[src/rtl/irq_aggregator_pkg.sv]
// irq_aggregator_pkg: shared register offsets and field positions for irq_aggregator.
//   Exposes register byte offsets, the CLAIM valid bit index, the CTRL global-enable
//   bit index and the OKAY response code. No ports.
package irq_aggregator_pkg;
    localparam logic [7:0] ADDR_PENDING    = 8'h00;
    localparam logic [7:0] ADDR_ENABLE     = 8'h04;
    localparam logic [7:0] ADDR_MODE       = 8'h08;
    localparam logic [7:0] ADDR_CLAIM      = 8'h0C;
    localparam logic [7:0] ADDR_CTRL       = 8'h10;
    localparam int         CLAIM_VALID_BIT = 31;
    localparam int         CTRL_GEN_BIT    = 0;
    localparam logic [1:0] RESP_OKAY       = 2'b00;
endpackage

[src/rtl/irq_prio_enc.sv]
// irq_prio_enc: combinational lowest-index-first priority encoder.
//   i_req   [NUM_SRC]  request vector
//   o_valid            any request set
//   o_id    [ID_W]     index of the lowest set request (0 when none)
module irq_prio_enc
    import irq_aggregator_pkg::*;
#(
    parameter int NUM_SRC = 8,
    parameter int ID_W    = 5
) (
    input  logic [NUM_SRC-1:0] i_req,
    output logic               o_valid,
    output logic [ID_W-1:0]    o_id
);
    // Scanning from the top down lets the lowest index overwrite last.
    always_comb begin
        o_valid = 1'b0;
        o_id    = '0;
        for (int i = NUM_SRC - 1; i >= 0; i--) begin
            if (i_req[i]) begin
                o_valid = 1'b1;
                o_id    = ID_W'(i);
            end
        end
    end
endmodule

[src/rtl/irq_aggregator.sv]
// irq_aggregator: collects NUM_SRC interrupt lines into one registered CPU interrupt,
//   with per-source pending/enable/mode state configured over an AXI-lite subset.
//   clk, rst (async, active-low)
//   src_i [NUM_SRC]            raw level interrupt lines
//   cfg_aw*/cfg_w*/cfg_b*      write channel (only wstrb=4'hF writes take effect)
//   cfg_ar*/cfg_r*             read channel
//   irq_o                      GLOBAL_EN & |(pending & ENABLE), registered
//   Build option IRQ_AGGREGATOR_SYNC_EN: 2-flop synchronizer on src_i (+2 cycles latency).
module irq_aggregator
    import irq_aggregator_pkg::*;
#(
    parameter int NUM_SRC = 8,
    parameter int ID_W    = 5
) (
    input  logic               clk,
    input  logic               rst,
    input  logic [NUM_SRC-1:0] src_i,
    input  logic               cfg_awvalid_i,
    input  logic [31:0]        cfg_awaddr_i,
    input  logic               cfg_wvalid_i,
    input  logic [31:0]        cfg_wdata_i,
    input  logic [3:0]         cfg_wstrb_i,
    input  logic               cfg_bready_i,
    input  logic               cfg_arvalid_i,
    input  logic [31:0]        cfg_araddr_i,
    input  logic               cfg_rready_i,
    output logic               cfg_awready_o,
    output logic               cfg_wready_o,
    output logic               cfg_bvalid_o,
    output logic [1:0]         cfg_bresp_o,
    output logic               cfg_arready_o,
    output logic               cfg_rvalid_o,
    output logic [31:0]        cfg_rdata_o,
    output logic [1:0]         cfg_rresp_o,
    output logic               irq_o
);
    logic [NUM_SRC-1:0] w_src;
`ifdef IRQ_AGGREGATOR_SYNC_EN
    logic [NUM_SRC-1:0] r_sync1, r_sync2;
    always_ff @(posedge clk or negedge rst) begin
        if (!rst) begin
            r_sync1 <= '0;
            r_sync2 <= '0;
        end else begin
            r_sync1 <= src_i;
            r_sync2 <= r_sync1;
        end
    end
    assign w_src = r_sync2;
`else
    assign w_src = src_i;
`endif

    logic [NUM_SRC-1:0] r_src_d, r_edge, r_en, r_mode;
    logic               r_gen, r_irq, r_bvalid, r_rvalid;
    logic [31:0]        r_rdata;
    logic [NUM_SRC-1:0] w_pend, w_w1c, w_claim_clr, w_edge_nxt;
    logic               w_wr, w_we, w_rd, w_cl_valid, w_unused;
    logic [ID_W-1:0]    w_cl_id;
    logic [7:0]         w_waddr, w_raddr;
    logic [31:0]        w_claim_word, w_rdata_mux;

    // Level sources report the registered line so both modes share the 2-cycle latency.
    assign w_pend  = (r_mode & r_edge) | (~r_mode & r_src_d);
    assign w_waddr = cfg_awaddr_i[7:0];
    assign w_raddr = cfg_araddr_i[7:0];
    assign w_wr    = cfg_awvalid_i & cfg_wvalid_i & ~r_bvalid;
    assign w_we    = w_wr & (cfg_wstrb_i == 4'hF);
    assign w_rd    = cfg_arvalid_i & ~r_rvalid;

    irq_prio_enc #(.NUM_SRC(NUM_SRC), .ID_W(ID_W)) u_enc (
        .i_req   (w_pend & r_en),
        .o_valid (w_cl_valid),
        .o_id    (w_cl_id)
    );

    assign w_w1c       = (w_we && w_waddr == ADDR_PENDING) ? cfg_wdata_i[NUM_SRC-1:0] : '0;
    assign w_claim_clr = (w_rd && w_raddr == ADDR_CLAIM && w_cl_valid) ? NUM_SRC'(1) << w_cl_id : '0;
    // A new rising edge beats any clear in the same cycle; level-mode bits never latch.
    assign w_edge_nxt  = ((r_edge & ~(w_w1c | w_claim_clr)) | (w_src & ~r_src_d)) & r_mode;

    always_comb begin
        w_claim_word                  = 32'(w_cl_id);
        w_claim_word[CLAIM_VALID_BIT] = w_cl_valid;
        w_rdata_mux = (w_raddr == ADDR_PENDING) ? 32'(w_pend) :
                      (w_raddr == ADDR_ENABLE)  ? 32'(r_en)   :
                      (w_raddr == ADDR_MODE)    ? 32'(r_mode) :
                      (w_raddr == ADDR_CLAIM)   ? w_claim_word :
                      (w_raddr == ADDR_CTRL)    ? 32'(r_gen) << CTRL_GEN_BIT : '0;
    end

    always_ff @(posedge clk or negedge rst) begin
        if (!rst) begin
            r_src_d  <= '0;
            r_edge   <= '0;
            r_en     <= '0;
            r_mode   <= '0;
            r_gen    <= 1'b0;
            r_irq    <= 1'b0;
            r_bvalid <= 1'b0;
            r_rvalid <= 1'b0;
            r_rdata  <= '0;
        end else begin
            r_src_d  <= w_src;
            r_edge   <= w_edge_nxt;
            r_irq    <= r_gen & |(w_pend & r_en);
            r_bvalid <= w_wr | (r_bvalid & ~cfg_bready_i);
            r_rvalid <= w_rd | (r_rvalid & ~cfg_rready_i);
            if (w_rd) r_rdata <= w_rdata_mux;
            if (w_we && w_waddr == ADDR_ENABLE) r_en <= cfg_wdata_i[NUM_SRC-1:0];
            if (w_we && w_waddr == ADDR_MODE) r_mode <= cfg_wdata_i[NUM_SRC-1:0];
            if (w_we && w_waddr == ADDR_CTRL) r_gen <= cfg_wdata_i[CTRL_GEN_BIT];
        end
    end

    // Ready strobes are combinational handshakes, held low while in reset.
    assign cfg_awready_o = rst & w_wr;
    assign cfg_wready_o  = rst & w_wr;
    assign cfg_arready_o = rst & w_rd;
    assign cfg_bvalid_o  = r_bvalid;
    assign cfg_rvalid_o  = r_rvalid;
    assign cfg_rdata_o   = r_rdata;
    assign cfg_bresp_o   = RESP_OKAY;
    assign cfg_rresp_o   = RESP_OKAY;
    assign irq_o         = r_irq;
    assign w_unused      = ^{cfg_awaddr_i[31:8], cfg_araddr_i[31:8], cfg_wdata_i[31:NUM_SRC]};
endmodule

[config.mk]
export PLATFORM = sky130hd
export DESIGN_NAME = irq_aggregator
export DESIGN_NICKNAME = d
export VERILOG_FILES = /design/src/rtl/irq_aggregator_pkg.sv /design/src/rtl/irq_prio_enc.sv /design/src/rtl/irq_aggregator.sv
export SDC_FILE = /design/constraint.sdc
export NUM_CORES = 1
export LEC_CHECK = 0
export CAP_MARGIN = 5
export CORE_UTILIZATION = 39
export CTS_BUF_LIST = sky130_fd_sc_hd__clkbuf_4 sky130_fd_sc_hd__clkbuf_8
export CTS_CLUSTER_SIZE = 40
export DETAILED_ROUTE_END_ITERATION = 8
export GPL_TIMING_DRIVEN = 0
export PLACE_DENSITY = 0.92
export SLEW_MARGIN = 20
export SYNTH_ARGS = -nofsm -noshare
export SYNTH_HDL_FRONTEND = slang
export SYNTH_HIERARCHICAL = 1
export SYNTH_SLANG_ARGS = --single-unit
[constraint.sdc]
create_clock -name clk -period 2.75 [get_ports clk]
set_input_delay 0.6875 -clock clk [delete_from_list [all_inputs] [get_ports clk]]
set_output_delay 0.6875 -clock clk [all_outputs]
set_load 0.05 [all_outputs]
# After elaboration in Yosys (flattened, before gate mapping)
# Index checks and enable logic that the tools add are counted.
# W data, S select, Z words.
[classes] eq_ne=8 shifts=1 muxes=23 bitwise_logic=27 n_reduce_logical=9
[op_table] cell="$mux W32" n=4
[op_table] cell="$and A8 B8 Y8" n=6
[op_table] cell="$eq A8 B4 Y1 const B" n=3
[op_table] cell="$mux W3" n=8
[op_table] cell="$not A8 Y8" n=3
[op_table] cell="$or A8 B8 Y8" n=3
[op_table] cell="$eq A8 B3 Y1 const B" n=2
[op_table] cell="$eq A8 B5 Y1 const B" n=2
[op_table] cell="$logic_not A8 Y1" n=2
[op_table] cell="$mux W8" n=2
[op_table] cell="$and A1 B1 Y1" n=9
[op_table] cell="$mux W1" n=9
[op_table] cell="$reduce_or A8 Y1" n=1
[op_table] cell="$shl A1 B5 Y8 const A" n=1
[op_table] cell="$logic_and A1 B1 Y1" n=6
[op_table] cell="$eq A4 B4 Y1 const B" n=1
[op_table] cell="$not A1 Y1" n=4
[op_table] cell="$or A1 B1 Y1" n=2
[word_totals] reg_bits=68 inputBits=115 out_inout_bits=42 wordCells=77

# Longest topological paths before layout
# Gate-level depths: netlist (run 1).
[logic_depth] word_depth=19 mapped_depth=9

# Modules after synthesis
# The synthesis (run 1) kept the hierarchy.
[modules_own_cells] mod="irq_aggregator" instances=1 cells_per_inst=234 area_each_um2=2549.9 seq_area_each_um2=1126.1
[modules_own_cells] mod="irq_prio_enc" instances=1 cells_per_inst=16 area_each_um2=98.8 seq_area_each_um2=0.0

# Worst setup path after synthesis (run 1)
# OpenSTA, ideal clock, no wires.
[synth_path] path_kind="reg2out" from="register r_bvalid (netlist: cfg_bvalid_o)" to="output cfg_wready_o" arrival_time_ns=1.783 path_slack_ns=0.279 path_stages_with_launch=5 cell_sequence="dfrtp_1 > inv_1 > nand3_1 > nor2_1 > buf_4"
[synth_between] elab_chain_cells=3
[synth_rtl] item="from (decl)" line_no="irq_aggregator.sv:55" rtl="logic r_gen, r_irq, r_bvalid, r_rvalid;"
[synth_rtl] item="from (signal assigned)" line_no="irq_aggregator.sv:107" rtl="r_bvalid <= w_wr | (r_bvalid & ~cfg_bready_i);"
[synth_rtl] item="$not A1 Y1" line_no="irq_aggregator.sv:67" rtl="assign w_wr = cfg_awvalid_i & cfg_wvalid_i & ~r_bvalid;"
[synth_rtl] item="$and A1 B1 Y1" line_no="irq_aggregator.sv:67"
[synth_rtl] item="$and A1 B1 Y1"
[synth_rtl] item="to (decl)" line_no="irq_aggregator.sv:28" rtl="output logic cfg_wready_o,"
# Every way passes these cells.

# Worst setup path in the final report (run 1)
[layout_path] from="input cfg_arvalid_i" to="output cfg_arready_o"
[layout_between] elab_chain_cells=2
[layout_rtl] item="from (decl)" line_no="irq_aggregator.sv:24" rtl="input logic cfg_arvalid_i,"
[layout_rtl] item="$and A1 B1 Y1" line_no="irq_aggregator.sv:69" rtl="assign w_rd = cfg_arvalid_i & ~r_rvalid;"
[layout_rtl] item="$and A1 B1 Y1" line_no="irq_aggregator.sv:119" rtl="assign cfg_arready_o = rst & w_rd;"
[layout_rtl] item="to (decl)" line_no="irq_aggregator.sv:31" rtl="output logic cfg_arready_o,"
# Every way passes these cells.

==> results.txt, run 1 <==
Crit path max fanout: 10
Multi-input logic area: 1360 um^2
Area growth, synth to finish: 33.9%
Hold Crit Class: input pin to async pin
Largest net degree at the start of global routing: 27
CP startpoint kind: input pin
Slowest cell on the critical path: clkdlybuf4s50_1
Diode count: 0
Layout Nets: 457
Pwr dens: 396 nW/um^2
Vias in the first global route: 2193
Register area: 1130 um^2
Core area: 6460 um^2
Crit-path cells: clkdlybuf4s50_1 > nand2_1 > clkbuf_2 > nor2_1 > clkdlybuf4s15_2
R2r worst-path depth: 9
Gr usage total: 0.189
Vias: 2189
Post-synth top area cell: dfrtp_1
Worst r2r dst: r_edge[7]$_DFF_PN0_
Pleak: 1.65 nW
Layout Skew: 3.55 ps
Final Slew Violations: 0
CP arrival: 1970 ps
Routed vias/inst: 5.22
Final worst path period share: 0.967
Setup WS pre-CTS: -504 ps
Post-DR wirelength/cell: 15.2 um
Clock sinks: 45
Max stage delay on crit path: 480 ps
Maxcap violations: 0
FF-to-FF setup slack: 170 ps
Cells after synthesis: 250
Worst-case vdd ir drop: 0.000177 V
Synth Flop Type: dfrtp_1
Fin. Hold Viols: 0
Status: finished, violations left
Least-Margin Pin Slew: 694 ps
Initial antenna violation count: 0
Yosys warns: 6
Wirelength, routed: 6360 um
GRT met1 Usage: 0.239
Fillers: 589
Drt drc: 7
Synthesized flop and latch total: 45
Yosys cell types: 49
Worst rel slew slack: 0.536
Fmax: 376 MHz
DP Cell Count: 412
GR peak layer: met2
Crit Path Category: input pin to output port
Die area: 7130 um^2
Layout cells sized above 1: 0.228
Cts hold-fix bufs: 0
First-pass GRT wire length: 10400 um
I/O Pins: 157
Async S/R FF share, synth: 1.00
Final std cells w/o fill: 419
Met2 usage in global routing: 0.318
H-tree Lvls: 2
Worst Path Required: 2060 ps
Worst setup EP type: output port
EDFF count, synth: 0
Initial core utilization: 0.410
IO Port Bufs: 57
Met3 Use GR: 0.0364
Syn avg cell area: 10.6 um^2
Min setup slack post-route: 89.6 ps
Drt pass-1 iters: 9
Die height: 84.4 um
Clock Tree Buf Depth: 2
Final setup fails: 0
Initial DRC count: 131
Site Rows: 29
Final Critical Period: 2660 ps
TritonCTS Buffers: 5
TritonCTS clock tree: built
CP Buf/Inv Count: 3
Grt ovf: 0
Reg clk slew, reported paths: 80 ps
Synth top area cells: dfrtp_1 (43%), buf_4 (8.5%), mux2_2 (5.5%)
Post-route ant nets: 0
Failing checks: DRC
Reg2reg start: r_mode[4]$_DFFE_PN0P_
Cell area after synthesis: 2650 um^2
Chip width: 84.4 um
Clk root buf: clkbuf_8
Register area share after synthesis: 0.425
Worst skew pair latency: 300 ps
Detailed placer's ending HPWL: 4940 um
GP Congestion: 0.905
Share of the synthesized area in the top cell type: 0.425
Delay-heaviest family, CP: buffers and inverters
Unrepaired setup endpoints after global routing: false
Postcts setup bufs: 0
[how the worst max path moves through the flow]
stage,from,slack [ps],depth (start not counted),endpoint
2_1_floorplan,cfg_bvalid_o$_DFF_PN0_,280,4,cfg_wready_o
3_5_place_dp,rst,-500,6,cfg_wready_o
4_1_cts,cfg_arvalid_i,20,6,r_edge[2]$_DFF_PN0_
6_report,cfg_arvalid_i,90,5,cfg_arready_o
5_1_grt,cfg_arvalid_i,7,5,cfg_arready_o
3_3_place_gp,rst,-1870,5,cfg_wready_o
[cell families (layout without fill, tap and decap cells)]
group | Yosys count | after routing | share of synthesized area
AND/OR/NAND/NOR | 83 | 83 | 0.189
AO/OA/AOI/OAI | 48 | 48 | 0.129
flip-flops | 45 | 45 | 0.425
multiplexers | 28 | 28 | 0.146
other | 2 | 29 | 0.00284
buffers and inverters | 44 | 109 | 0.108
[cells in the mapped netlist, drive strengths merged, types with 4 or more instances]
library cell   n
o211ai         4
nor4           5
buf           32
dfrtp         45
o22ai          5
nand2         24
mux4           4
clkbuf         4
a21oi          5
nor4b          5
nand4          4
nor2b          8
inv            7
o21ai          9
nand3b         5
mux2          21
and2           7
a22o           7
nor2          13
[worst register-to-register path, delay by kind of cell, from the launching register on]
family,cells,cell delay (ps)
AND/OR/NAND/NOR,4,800
multiplexers,1,360
flip-flops,1,420
AO/OA/AOI/OAI,4,870
[flip-flops by register name (all words and copies together), names as in the netlist]
signal / count
cfg_rdata_o: 9
r_edge: 8
r_en: 8
r_mode: 8
r_src_d: 8
cfg_bvalid_o: 1
cfg_rvalid_o: 1
irq_o: 1
r_gen: 1
[what timing repair did]
item | in CTS | in global routing
endpoints found under the setup margin | 4 | 6
endpoints found under the hold margin | 0 | 0
resized for setup | 9 | 6
[where the power goes]
| part | internal [W] | switching (W) | total, W |
|---|---|---|---|
| combinational | 0.000121 | 0.000181 | 0.000302 |
| sequential | 0.000672 | 0.00000778 | 0.000680 |
| clock | 0.000209 | 0.000214 | 0.000423 |
[routing by layer]
metal | part of all wire | wire, um
met1 | 0.43 | 2740
met2 | 0.48 | 3080
met3 | 0.067 | 425
met4 | 0.018 | 114
met5 | 0 | 0
[through the flow]
stage / hold slack [ps] / power, W / area, um^2 / util / TNS, ps
detailed placement: 461 / 0.000993 / 3440 / 0.533 / -3380
floorplan: 392 / 0.000875 / 2750 / - / 0
global placement: 436 / 0.000984 / 3420 / 0.529 / -14820
global route: 278 / 0.00146 / 3550 / 0.549 / 0
finish: 264 / 0.00140 / 3550 / 0.549 / 0
CTS: 267 / 0.00142 / 3540 / 0.548 / 0
[layout make-up]
cell class / instances / share of cell area
Sequential cell: 45 / 0.318
Timing Repair Buffer: 58 / 0.166
Clock buffer: 7 / 0.0254
Buffer: 36 / 0.0727
Inverter: 8 / 0.00847
Tap cell: 77 / 0.0272
Multi-Input combinational cell: 188 / 0.382
[cells in the final DEF, fill, tap and decap left out, drive strengths merged, types with 3 or more instances in the layout]
cell type,n
clkdlybuf4s50,53
dfrtp,45
buf,35
conb,29
nand2,24
mux2,21
nor2,13
clkbuf,12
o21ai,9
nor2b,8
and2,7
inv,7
a22o,7
o22ai,5
a21oi,5
nand3b,5
nor4,5
nor4b,5
o211ai,4
mux4,4
nand4,4
mux2i,3
o21a,3
(Power assumes the default switching activity.)
==> run 2, diff against run 1 <==
CAP_MARGIN = 20   (was 5)
==> results of run 2 <==
Same layout as run 1: the final DEF is identical, and so are final timing and power.
